--- src/rtl/sobel_mem_seq.sv ---
// Fetches a 3x3 pixel window from memory, presents it, then writes one result back.
// Latency: 18 cycles from accepted start to window_valid with busy low, plus 1 cycle per busy-stalled cycle.
// Backpressure: busy stalls read/write issue and read capture; write is held until write_done.
//
// Ports:
//   i_clk, i_rst                 clock, asynchronous active-high reset
//   i_start, i_base_addr,
//   i_img_width                  window request; address and row stride latched on acceptance
//   i_busy, i_data_r_o,
//   i_write_done                 memory read/write interface status and read data
//   i_result, i_result_addr,
//   i_result_valid               Sobel magnitude and its destination, taken while the window is shown
//   o_start_read, o_addr_r_mc    one-cycle read request and its address
//   o_start_write, o_addr_w_mc,
//   o_data_w                     write request held until write_done, with address and data
//   o_window, o_window_valid     pixels P0..P8 (P0 in bits 7:0), valid while waiting for a result
//   o_done, o_seq_busy           completion pulse, high whenever not idle
module sobel_mem_seq (
    input  logic        i_clk,
    input  logic        i_rst,
    input  logic        i_start,
    input  logic [7:0]  i_base_addr,
    input  logic [7:0]  i_img_width,
    input  logic        i_busy,
    input  logic [7:0]  i_data_r_o,
    input  logic        i_write_done,
    input  logic [7:0]  i_result,
    input  logic [7:0]  i_result_addr,
    input  logic        i_result_valid,
    output logic        o_start_read,
    output logic [7:0]  o_addr_r_mc,
    output logic        o_start_write,
    output logic [7:0]  o_addr_w_mc,
    output logic [7:0]  o_data_w,
    output logic [71:0] o_window,
    output logic        o_window_valid,
    output logic        o_done,
    output logic        o_seq_busy
);

    typedef enum logic [2:0] {
        S_IDLE    = 3'd0,
        S_RD_REQ  = 3'd1,
        S_RD_CAP  = 3'd2,
        S_WIN_RDY = 3'd3,
        S_WR_REQ  = 3'd4,
        S_WR_WAIT = 3'd5,
        S_DONE    = 3'd6
    } state_t;

    state_t      r_state;
    state_t      w_next;

    logic [3:0]  r_k;           // window byte index being fetched, 0..8
    logic [1:0]  r_row;
    logic [1:0]  r_col;
    logic [7:0]  r_row_base;    // address of the current row's first pixel
    logic [7:0]  r_img_width;
    logic [7:0]  r_addr_w;
    logic [7:0]  r_data_w;
    logic [71:0] r_window;

    // State register
    always_ff @(posedge i_clk or posedge i_rst) begin
        if (i_rst) begin
            r_state <= S_IDLE;
        end else begin
            r_state <= w_next;
        end
    end

    // Next-state logic
    always_comb begin
        w_next = r_state;
        case (r_state)
            S_IDLE:    if (i_start)        w_next = S_RD_REQ;
            S_RD_REQ:  if (!i_busy)        w_next = S_RD_CAP;
            S_RD_CAP:  if (!i_busy)        w_next = (r_k == 4'd8) ? S_WIN_RDY : S_RD_REQ;
            S_WIN_RDY: if (i_result_valid) w_next = S_WR_REQ;
            S_WR_REQ:  if (!i_busy)        w_next = S_WR_WAIT;
            S_WR_WAIT: if (i_write_done)   w_next = S_DONE;
            S_DONE:                        w_next = S_IDLE;
            default:                       w_next = S_IDLE;
        endcase
    end

    // Outputs; request strobes and their addresses are only non-zero while
    // the request is actually being made, so the two never overlap.
    always_comb begin
        o_start_read   = 1'b0;
        o_start_write  = 1'b0;
        o_window_valid = 1'b0;
        o_done         = 1'b0;
        o_seq_busy     = (r_state != S_IDLE);
        case (r_state)
            S_RD_REQ:  o_start_read   = !i_busy;
            S_WIN_RDY: o_window_valid = 1'b1;
            S_WR_REQ:  o_start_write  = !i_busy;
            S_WR_WAIT: o_start_write  = 1'b1;
            S_DONE:    o_done         = 1'b1;
            default:   ;
        endcase
        o_addr_r_mc = o_start_read  ? (r_row_base + {6'd0, r_col}) : 8'd0;
        o_addr_w_mc = o_start_write ? r_addr_w : 8'd0;
        o_data_w    = o_start_write ? r_data_w : 8'd0;
        o_window    = r_window;
    end

    // Datapath: fetch counters, window capture and write-back latches
    always_ff @(posedge i_clk or posedge i_rst) begin
        if (i_rst) begin
            r_k         <= 4'd0;
            r_row       <= 2'd0;
            r_col       <= 2'd0;
            r_row_base  <= 8'd0;
            r_img_width <= 8'd0;
            r_addr_w    <= 8'd0;
            r_data_w    <= 8'd0;
            r_window    <= 72'd0;
        end else begin
            case (r_state)
                S_IDLE: begin
                    if (i_start) begin
                        r_k         <= 4'd0;
                        r_row       <= 2'd0;
                        r_col       <= 2'd0;
                        r_row_base  <= i_base_addr;
                        r_img_width <= i_img_width;
                    end
                end
                S_RD_CAP: begin
                    if (!i_busy) begin
                        r_window[{r_k, 3'b000} +: 8] <= i_data_r_o;
                        // The ninth byte ends the fetch; counters are left as-is.
                        if (r_k != 4'd8) begin
                            r_k <= r_k + 4'd1;
                            if (r_col < 2'd2) begin
                                r_col <= r_col + 2'd1;
                            end else if (r_row < 2'd2) begin
                                r_col      <= 2'd0;
                                r_row      <= r_row + 2'd1;
                                r_row_base <= r_row_base + r_img_width;
                            end
                        end
                    end
                end
                S_WIN_RDY: begin
                    if (i_result_valid) begin
                        r_data_w <= i_result;
                        r_addr_w <= i_result_addr;
                    end
                end
                default: ;
            endcase
        end
    end

endmodule

--- config.mk ---
export PLATFORM = sky130hd
export DESIGN_NAME = sobel_mem_seq
export DESIGN_NICKNAME = d
export VERILOG_FILES = /design/src/rtl/sobel_mem_seq.sv
export SDC_FILE = /design/constraint.sdc
export NUM_CORES = 1
export LEC_CHECK = 0
export CAP_MARGIN = 10
export CORE_MARGIN = 4
export CORE_UTILIZATION = 44
export DETAILED_ROUTE_END_ITERATION = 16
export PLACE_DENSITY_LB_ADDON = 0.12
export SLEW_MARGIN = 20
export SYNTH_ARGS = -nofsm -noshare
export SYNTH_HDL_FRONTEND = slang
export SYNTH_SLANG_ARGS = --single-unit
--- constraint.sdc ---
create_clock -name i_clk -period 4 [get_ports i_clk]
set_input_delay 1 -clock i_clk [delete_from_list [all_inputs] [get_ports i_clk]]
set_output_delay 1 -clock i_clk [all_outputs]
set_load 0.01 [all_outputs]
==> impl_results.md, run 1 <==
- Status: complete, no violations
- Die H: 120 um
- WP data arrival: 2.76 ns
- Slew @ Worst Pin: 0.723 ns
- Setup violators final: 0
- Core Box Area: 0.0121 mm^2
- Synth area leader: dfrtp_1
- Largest net degree at the start of global routing: 88
- Fillers: 981
- Ports: 147
- Top area cells in the synthesized netlist: dfrtp_1 (52%), mux2_2 (14%), nand2_1 (4.1%)
- Hold Crit Class: flop to flop
- Routed Antenna Nets: 0
- Distinct cell type count after synthesis: 51
- Clock Latency Late Sink: 0.41 ns
- Overflow after GRT: 0
- Final Skew: 0.0112 ns
- All-Layer GR Usage: 20.0%
- DRC viols: 0
- Final hold vios: 0
- Fin crit share: 94.0%
- R2R Setup Slk: 1.25 ns
- Clock-pin slew on the worst setup and hold paths: 0.05 ns
- WHS Path Cells: 2
- Main combinational cell family by area after synthesis: simple AND/OR/NAND/NOR gates
- Global-route wire length before repair: 22700 um
- Post_cts resized: 0
- Area after DPL: 0.00715 mm^2
- Iteration-0 DRC Markers: 220
- Met1 usage: 25.1%
- Setup tns final: 0 ns
- Fin crit period: 3.76 ns
- Detailed-placement wirelength estimate: 9720 um
- Maximum clock path buffer count: 2
- # diodes: 0
- Reg2Reg Launch Point: r_k[0]$_DFFE_PP0P_
- P&R area growth vs syn: 40.1%
- Reg-to-Reg End: o_window[0]$_DFFE_PP0P_
- DRT Wirelength: 13700 um
- Post-layout util: 63.7%
- Total power: 4.98 mW
- Met3 Usage GRT: 7.16%
- Pwr dens: 645 mW/mm^2
- Input/output buffers: 146
- Vias in the first global route: 4525
- Post-synth ARST share: 100%
- Synth Area in Simple Gates: 16.5%
- WHS: 0.483 ns
- Global route hottest layer: met2
- Die area: 0.0144 mm^2
- Area share of the largest cell type after synthesis: 52.3%
- Layout cells sized above 1: 17.2%
- Post-synthesis sequential area ratio: 52.3%
- Setup crit end kind: output pin
- Max_cap viols: 0
- Setup bufs post-CTS: 0
- DR vias: 4242
- Initial antenna violation count: 0
- Leak: 3.56 nW
- Critical setup path kind: input pin to output pin
- Synth cell count leaders: dfrtp_1 (115), mux2_2 (67), nand2_1 (60), nor2_1 (29), o21ai_0 (27)
- Post-DR wirelength/cell: 16.4 um
- FMAX: 266 MHz
- Worst hold start: o_window[60]$_DFFE_PP0P_
- Initial DRT Pass Iterations: 4
- Syn Nets: 565
- Final nets: 717
- Max-slew violation count: 0
- Seq. cell area: 0.00288 mm^2
- Synth Flop Type: dfrtp_1
- TritonCTS buffer count: 17
- XOR/XNOR share of the synthesized area: 1.59%
- GP Congestion: 0.837
- Max-slew headroom: 51.7%
- Synthesis-stage register bit count: 115
- Multi-input logic area: 0.00245 mm^2
- Worst VDD drop: 342 uV
- Finished Cell Area: 0.00771 mm^2
- CTS tree: done
- Synthesis Warnings: 0
- Clk sinks: 115
- Critical Path Source Type: input pin
- Die width: 120 um
- Initial Utilization: 45.5%
- Adder-cell share of the synthesized area: 3.45%
- CTS H-Tree Depth: 4
- Num rows: 40
- Most numerous cell in the Yosys netlist: dfrtp_1
- Mapped Cells: 505
- Compound-Gate Fraction of Synth Area: 7.16%
- Crit path max fanout: 7
- Syn Area/Cell: 10.9 um^2
- Hold_buf cts: 0
- CP required: 3.00 ns
- RSZ-0062 raised after global routing: false
- Grt met2 use: 31.8%
- Worst Hold Endpoint: o_window[60]$_DFFE_PP0P_
- Via density per instance: 5.07
- Post-synth EDFFs: 0
- Synthesized cell area: 0.00551 mm^2
- Cell depth of the worst flop-to-flop path: 5
- Portion of netlist area occupied by mux cells: 15.7%
- CTS root buf: clkbuf_16
[critical path, cell delays in order]
cell and delay (ns):
clkdlybuf4s50_1 0.41, or4_1 0.54, inv_1 0.13, and2_1 0.13
clkdlybuf4s50_1 0.54
[state kept, by name, indices dropped and copies added, names as in the netlist]
name,cells
r_addr_w,8
r_img_width,8
r_k,4
r_data_w,8
r_col,2
r_row,2
r_state,3
r_row_base,8
o_window,72
[worst max-delay path by stage]
stage | startpoint | endpoint | slack, ns | cells after the start
2_1_floorplan | i_busy | o_addr_r_mc[0] | 1.15 | 4
6_report | i_busy | o_addr_r_mc[1] | 0.24 | 5
3_3_place_gp | i_busy | o_addr_r_mc[0] | 0.26 | 5
4_1_cts | i_busy | o_addr_r_mc[1] | 0.22 | 5
3_5_place_dp | i_busy | o_addr_r_mc[1] | 0.22 | 5
5_1_grt | i_busy | o_addr_r_mc[1] | 0.15 | 5
[cells by family (layout without fill, tap and decap cells)]
group / count (synthesis) / after routing
multiplexers: 78 / 78
buffers and inverters: 45 / 208
XOR/XNOR: 10 / 10
adder cells (fa/ha/maj): 14 / 14
flip-flops: 115 / 115
AO/OA/AOI/OAI: 63 / 63
AND/OR/NAND/NOR: 180 / 180
[report_power, final]
part | switching (mW) | internal [mW] | leakage (nW)
registers | 0.274 | 1.47 | 1.45
clock network | 0.509 | 0.917 | 0.274
logic | 0.883 | 0.922 | 1.84
total | 1.67 | 3.31 | 3.56
[cell type report]
class	count	area share, %
Inverter	26	1.31
Timing Repair Buffer	152	19.7
Clock inverter	11	1.48
Clock buffer	19	5.74
Tap cell	168	2.72
Sequential cell	115	37.3
Multi-Input combinational cell	345	31.8
[layout by cell type, fill, tap and decap left out, types with 3 or more instances in the layout]
master	synthesis	layout
a21oi_1	15	15
a31oi_1	4	4
and2_1	24	24
and3_1	12	12
buf_4	1	5
clkbuf_16	0	17
clkdlybuf4s50_1	0	146
clkinv_2	0	6
clkinvlp_4	0	3
dfrtp_1	115	115
ha_1	12	12
inv_1	26	25
mux2_2	67	67
mux2i_1	11	11
nand2_1	60	60
nand2_2	4	4
nand2b_1	3	3
nand3_1	16	16
nor2_1	29	29
nor2b_1	4	4
nor3_1	5	5
nor3b_1	4	4
o21ai_0	27	27
or3_1	4	4
xnor2_1	3	3
xor2_1	7	7
[routing by layer]
layer | share of wire [%] | vias to the layer above
li1 | - | 2040
met1 | 44 | 2059
met2 | 48 | 120
met3 | 6.6 | 23
met4 | 1.7 | 0
met5 | 0 | -
[through the flow]
step / setup WS (ns) / std cells
floorplan: 1.15 / 505
global placement: 0.260 / 806
detailed placement: 0.223 / 806
CTS: 0.218 / 836
global route: 0.153 / 836
finish: 0.241 / 836
No activity file was read; power rests on OpenSTA's default activity.
==> run 2: changes to the inputs <==
--- a/config.mk
+++ b/config.mk
@@ -5,11 +5,11 @@
 export SDC_FILE = /design/constraint.sdc
 export NUM_CORES = 1
 export LEC_CHECK = 0
-export CAP_MARGIN = 10
 export CORE_MARGIN = 4
 export CORE_UTILIZATION = 44
 export DETAILED_ROUTE_END_ITERATION = 16
 export PLACE_DENSITY_LB_ADDON = 0.12
+export REMOVE_ABC_BUFFERS = 1
 export SLEW_MARGIN = 20
 export SYNTH_ARGS = -nofsm -noshare
 export SYNTH_HDL_FRONTEND = slang
==> run 2 against run 1 <==
  * Maximum frequency down 0.75%
  * Setup slack worse by 0.028 ns
  * Cell area rose by 0.52%
  * Sequential share of layout area shrank 0.19 points
  * Utilization increased by 0.33 points
  * Register-to-register slack better by 0.08 ns
  * Sequential power hardly changed
  * Clock power rose by 8%
  * Largest power group unchanged
==> impl_results.md, run 2 (synthesized netlist as in run 1, its figures left out) <==
- Clock Latency Late Sink: 0.41 ns (about the same)
- Final nets: 716 (-0.14%)
- Num rows: 40 (unchanged)
- Layout cells sized above 1: 17.3% (+0.12 points)
- Fin crit share: 94.7% (+0.71 points)
- Iteration-0 DRC Markers: 250 (+14%)
- Setup tns final: 0 ns (unchanged)
- Area after DPL: 0.00714 mm^2 (-0.12%)
- Critical setup path kind: input pin to output pin
- Leak: 3.57 nW (+0.54%)
- Detailed-placement wirelength estimate: 9660 um (-0.61%)
- CP required: 3.00 ns (about the same)
- RSZ-0062 raised after global routing: false
- Clk sinks: 115 (unchanged)
- Commonest non-fill, non-tap cell in the layout: clkdlybuf4s50_1
- Maximum clock path buffer count: 2 (unchanged)
- Critical Path Source Type: input pin
- Input/output buffers: 146 (unchanged)
- Initial DRT Pass Iterations: 4 (unchanged)
- WHS: 0.475 ns (-0.00856 ns)
- Max_cap viols: 0 (unchanged)
- DR vias: 4218 (-0.57%)
- Hold Crit Class: flop to flop
- GP Congestion: 0.840 (+0.32%)
- CTS H-Tree Depth: 4 (unchanged)
- Slew @ Worst Pin: 1.02 ns (+0.299 ns)
- Initial Utilization: 45.5% (unchanged)
- Worst VDD drop: 334 uV (-2.1%)
- Final hold vios: 0 (unchanged)
- Pwr dens: 656 mW/mm^2 (+1.7%)
- All-Layer GR Usage: 19.6% (-0.42 points)
- Ports: 147 (unchanged)
- Crit path max fanout: 7 (unchanged)
- TritonCTS buffer count: 17 (unchanged)
- Setup crit end kind: output pin
- FMAX: 264 MHz (-0.75%)
- Routed Antenna Nets: 0 (unchanged)
- Clock-pin slew on the worst setup and hold paths: 0.05 ns (about the same)
- Max-slew violation count: 0 (unchanged)
- DRT Wirelength: 13600 um (-1.0%)
- Fin crit period: 3.79 ns (+0.0283 ns)
- Setup bufs post-CTS: 0 (unchanged)
- DRC viols: 0 (unchanged)
- Post-DR wirelength/cell: 16.2 um (-1.2%)
- CTS root buf: clkbuf_16
- WHS Path Cells: 2 (unchanged)
- Vias in the first global route: 4444 (-1.8%)
- Die H: 120 um (unchanged)
- # diodes: 0 (unchanged)
- Hold_buf cts: 0 (unchanged)
- Global-route wire length before repair: 22200 um (-2.0%)
- Setup violators final: 0 (unchanged)
- WP data arrival: 2.79 ns (+0.03 ns)
- Most frequent cells in the layout: clkdlybuf4s50_1 (146), dfrtp_1 (115), mux2_2 (67)
- Die area: 0.0144 mm^2 (unchanged)
- Overflow after GRT: 0 (unchanged)
- Core Box Area: 0.0121 mm^2 (unchanged)
- Status: complete, no violations
- P&R area growth vs syn: 40.8%
- Fillers: 1007 (+2.7%)
- Cell depth of the worst flop-to-flop path: 5 (unchanged)
- CTS tree: done
- Finished Cell Area: 0.00775 mm^2 (+0.52%)
- Largest net degree at the start of global routing: 60 (-32%)
- Post_cts resized: 0 (unchanged)
- Max-slew headroom: 31.2% (-20 points)
- Initial antenna violation count: 0 (unchanged)
- Die width: 120 um (unchanged)
- Largest register FFs: 72 (unchanged)
- Via density per instance: 5.04 (-0.68%)
- Total power: 5.09 mW (+2.2%)
- Final Skew: 0.00889 ns (-0.00232 ns)
-- run 2: cell count changes in the layout (fill, tap and decap cells not counted), sizes merged --
cell	change
inv	+1
buf	-1
bufinv	+1
-- run 2: area by class of cell --
cell class | instances | area [um^2] | area share, %
Clock inverter | 13 | 159 | 2.05
Clock buffer | 19 | 453 | 5.84
Tap cell | 168 | 210 | 2.71
Sequential cell | 115 | 2880 | 37.1
Timing Repair Buffer | 151 | 1510 | 19.5
Multi-Input combinational cell | 345 | 2440 | 31.5
Inverter | 26 | 100 | 1.29
-- run 2: worst paths after layout --
path                                       startpoint                         end  slack, ns
setup / recovery                               i_busy              o_addr_r_mc[0]       0.21
hold / removal             r_img_width[2]$_DFFE_PP0P_  r_img_width[2]$_DFFE_PP0P_       0.47
setup reg to reg                   r_k[0]$_DFFE_PP0P_     o_window[2]$_DFFE_PP0P_       1.33
hold reg to reg            r_img_width[2]$_DFFE_PP0P_  r_img_width[2]$_DFFE_PP0P_       0.47
max in group asynchronous                       i_rst     r_data_w[4]$_DFFE_PP0P_       2.15
min in group asynchronous                       i_rst    o_window[63]$_DFFE_PP0P_       1.08
-- run 2: critical path, stage by stage --
cell and delay, ns:
clkdlybuf4s50_1 0.42, or4_1 0.57, inv_1 0.14, and2_1 0.13, clkdlybuf4s50_1 0.53
-- run 2: per-stage QoR --
step | instances | setup WS, ns | utilization, %
after CTS | 837 | 0.194 | 64.0
final | 837 | 0.213 | 64.0
after detailed placement | 805 | 0.195 | 59.0
after floorplan | 486 | -0.0441 | -
after global placement | 805 | 0.223 | 59.0
after global routing | 837 | 0.127 | 64.0
-- run 2: power by group --
part	internal, mW	total [mW]	switching (mW)
combinational	0.915	1.80	0.881
sequential	1.47	1.75	0.276
clock	1.01	1.54	0.533
-- run 2: per-layer routing --
layer | GRT usage, % | part of all wire [%]
met4 | 5.37 | 0.61
met2 | 31.7 | 49
met1 | 25.0 | 44
met5 | 0 | 0
met3 | 6.88 | 6.5
==> run 3: changes to the inputs <==
--- a/config.mk
+++ b/config.mk
@@ -6,7 +6,8 @@
 export NUM_CORES = 1
 export LEC_CHECK = 0
 export CORE_MARGIN = 4
-export CORE_UTILIZATION = 44
+export CORE_UTILIZATION = 45
+export CTS_BUF_LIST = sky130_fd_sc_hd__clkbuf_4
 export DETAILED_ROUTE_END_ITERATION = 16
 export PLACE_DENSITY_LB_ADDON = 0.12
 export REMOVE_ABC_BUFFERS = 1
==> run 3 against run 2 <==
  * Sequential power barely moved
  * Critical path depth did not move
  * Maximum frequency is 0.20% higher
  * Global-route usage increased by 0.86 points
  * Count of clock-buffer cells in the layout rose by 1
  * Worst hold slack gained 0.016 ns
  * Clock skew increased by 0.0025 ns
  * Largest cell class unchanged
  * Largest power group unchanged
==> impl_results.md, run 3 (synthesized netlist as in run 1, its figures left out) <==
- Most frequent cells in the layout: clkdlybuf4s50_1 (146), dfrtp_1 (115), mux2_2 (67)
- Crit-path most repeated cell: clkdlybuf4s50_1
- CP required: 3.00 ns (about the same)
- Core Box Area: 0.0120 mm^2 (-0.83%)
- Hold_buf cts: 0 (unchanged)
- Die width: 119 um (-1.0%)
- CTS tree: done
- Cell count after placement: 787 (-2.2%)
- Crit-path slowest cell: or4_1
- Iteration-0 DRC Markers: 153 (-39%)
- Die area: 0.0141 mm^2 (-2.1%)
- Final hold vios: 0 (unchanged)
- Seq. cell area: 0.00288 mm^2 (unchanged)
- Global-route wire length before repair: 22800 um (+2.7%)
- Max_cap viols: 0 (unchanged)
- WP buf/inv: 3 (unchanged)
- Fin crit period: 3.78 ns (-0.00769 ns)
- Setup crit end kind: output pin
- Clock Latency Late Sink: 0.52 ns (+0.11 ns)
- Clk sinks: 115 (unchanged)
- Max-slew headroom: 52.0% (+21 points)
- Commonest non-fill, non-tap cell in the layout: clkdlybuf4s50_1
- Post_cts resized: 0 (unchanged)
- Final nets: 719 (+0.42%)
- Maximum clock path buffer count: 2 (unchanged)
- Setup violators final: 0 (unchanged)
- Place WS: 0.204 ns (+0.00969 ns)
- Num rows: 40 (unchanged)
- Ports: 147 (unchanged)
- All-Layer GR Usage: 20.4% (+0.86 points)
- GP Congestion: 0.861 (+2.6%)
- Initial Utilization: 45.8% (+0.38 points)
- Overflow after GRT: 0 (unchanged)
- Largest net degree at the start of global routing: 58 (-3.3%)
- Routed Antenna Nets: 0 (unchanged)
- Final worst setup slack: 0.220 ns (+0.00769 ns)
- Multi-input logic area: 0.00245 mm^2 (+0.26%)
- Fillers: 1074 (+6.7%)
- Input/output buffers: 146 (unchanged)
- WP data arrival: 2.78 ns (about the same)
- Vias in the first global route: 4572 (+2.9%)
- Critical setup path kind: input pin to output pin
- Fin crit share: 94.5% (-0.19 points)
- Setup bufs post-CTS: 0 (unchanged)
- Initial DRT Pass Iterations: 4 (unchanged)
- Worst VDD drop: 380 uV (+14%)
- Clock-pin slew on the worst setup and hold paths: 0.09 ns (+0.04 ns)
- # diodes: 0 (unchanged)
- CTS H-Tree Depth: 4 (unchanged)
- RSZ-0062 raised after global routing: false
- Pwr dens: 616 mW/mm^2 (-6.1%)
- Post-DR wirelength/cell: 16.8 um (+3.4%)
- Slew @ Worst Pin: 0.720 ns (-0.303 ns)
- Initial antenna violation count: 0 (unchanged)
- Largest stage delay on the critical path: 0.57 ns (about the same)
- Via density per instance: 5.24 (+3.9%)
- Hold Crit Class: flop to flop
- FMAX: 265 MHz (+0.20%)
- DRC viols: 0 (unchanged)
- Non-filler cells in the finished layout: 819 (-2.2%)
- Leak: 3.48 nW (-2.6%)
- Layout cells sized above 1: 17.6% (+0.22 points)
- CTS root buf: clkbuf_4
- Crit path cell chain: clkdlybuf4s50_1, or4_1, inv_1, and2_1, clkdlybuf4s50_1
- Die H: 119 um (-1.0%)
- TritonCTS buffer count: 17 (unchanged)
- DR vias: 4289 (+1.7%)
- DRT Wirelength: 13700 um (+1.2%)
- Detailed-placement wirelength estimate: 9850 um (+1.9%)
- WHS: 0.491 ns (+0.0161 ns)
- Delay-heaviest family, CP: buffers and inverters
- Crit path max fanout: 7 (unchanged)
- Largest register FFs: 72 (unchanged)
- Critical Path Source Type: input pin
- Status: complete, no violations
- Max-slew violation count: 0 (unchanged)
- Final Skew: 0.0114 ns (+0.00255 ns)
- Post-layout util: 62.4% (-1.6 points)
- P&R area growth vs syn: 36.1%
## run 3: tightest hold or removal path, stage by stage (launching register included)
cell and delay (ns):
dfrtp_1 0.36, nand2_1 0.05, nand2_1 0.06
## run 3: worst paths after layout
| check | start | end | slack [ns] | cells after the start |
|---|---|---|---|---|
| hold reg to reg | r_img_width[2]$_DFFE_PP0P_ | r_img_width[2]$_DFFE_PP0P_ | 0.49 | 2 |
| max in group asynchronous | i_rst | o_window[23]$_DFFE_PP0P_ | 2.25 | 3 |
| min in group asynchronous | i_rst | o_window[60]$_DFFE_PP0P_ | 0.95 | 2 |
| setup reg to reg | r_k[0]$_DFFE_PP0P_ | o_window[0]$_DFFE_PP0P_ | 1.21 | 5 |
| setup / recovery | i_busy | o_addr_r_mc[1] | 0.22 | 5 |
| hold / removal | r_img_width[2]$_DFFE_PP0P_ | r_img_width[2]$_DFFE_PP0P_ | 0.49 | 2 |
## run 3: where the power goes
group | switching, mW | internal (mW) | total (mW) | leakage (nW)
Sequential | 0.269 | 1.47 | 1.74 | 1.45
Clock | 0.429 | 0.636 | 1.06 | 0.192
Combinational | 0.895 | 0.918 | 1.81 | 1.84
Total | 1.59 | 3.02 | 4.61 | 3.48
## run 3: metal layers
metal  part of all wire, %  vias up  GRT usage [%]
met5                     0        -              0
met4                   1.3        0           7.10
met3                   6.5       18           6.79
met2                    49      123           34.2
met1                    43     2096           24.7
li1                      -     2052              -
## run 3: layout make-up
cell class                 count  area share [%]
multi-input combinational    345            32.7
clock inverter                12            2.81
clock buffer                  20            2.00
timing repair buffer         154            20.3
sequential                   115            38.4
tap                          147            2.45
inverter                      26            1.34
## run 3: through the flow
stage                     instance area [um^2]  TNS (ns)  power (mW)
after floorplan                           5420     -5.07        2.82
after global placement                    7130         0        3.49
after detailed placement                  7130         0        3.56
after CTS                                 7490         0        4.65
after global routing                      7490         0        4.96
final                                     7490         0        4.61
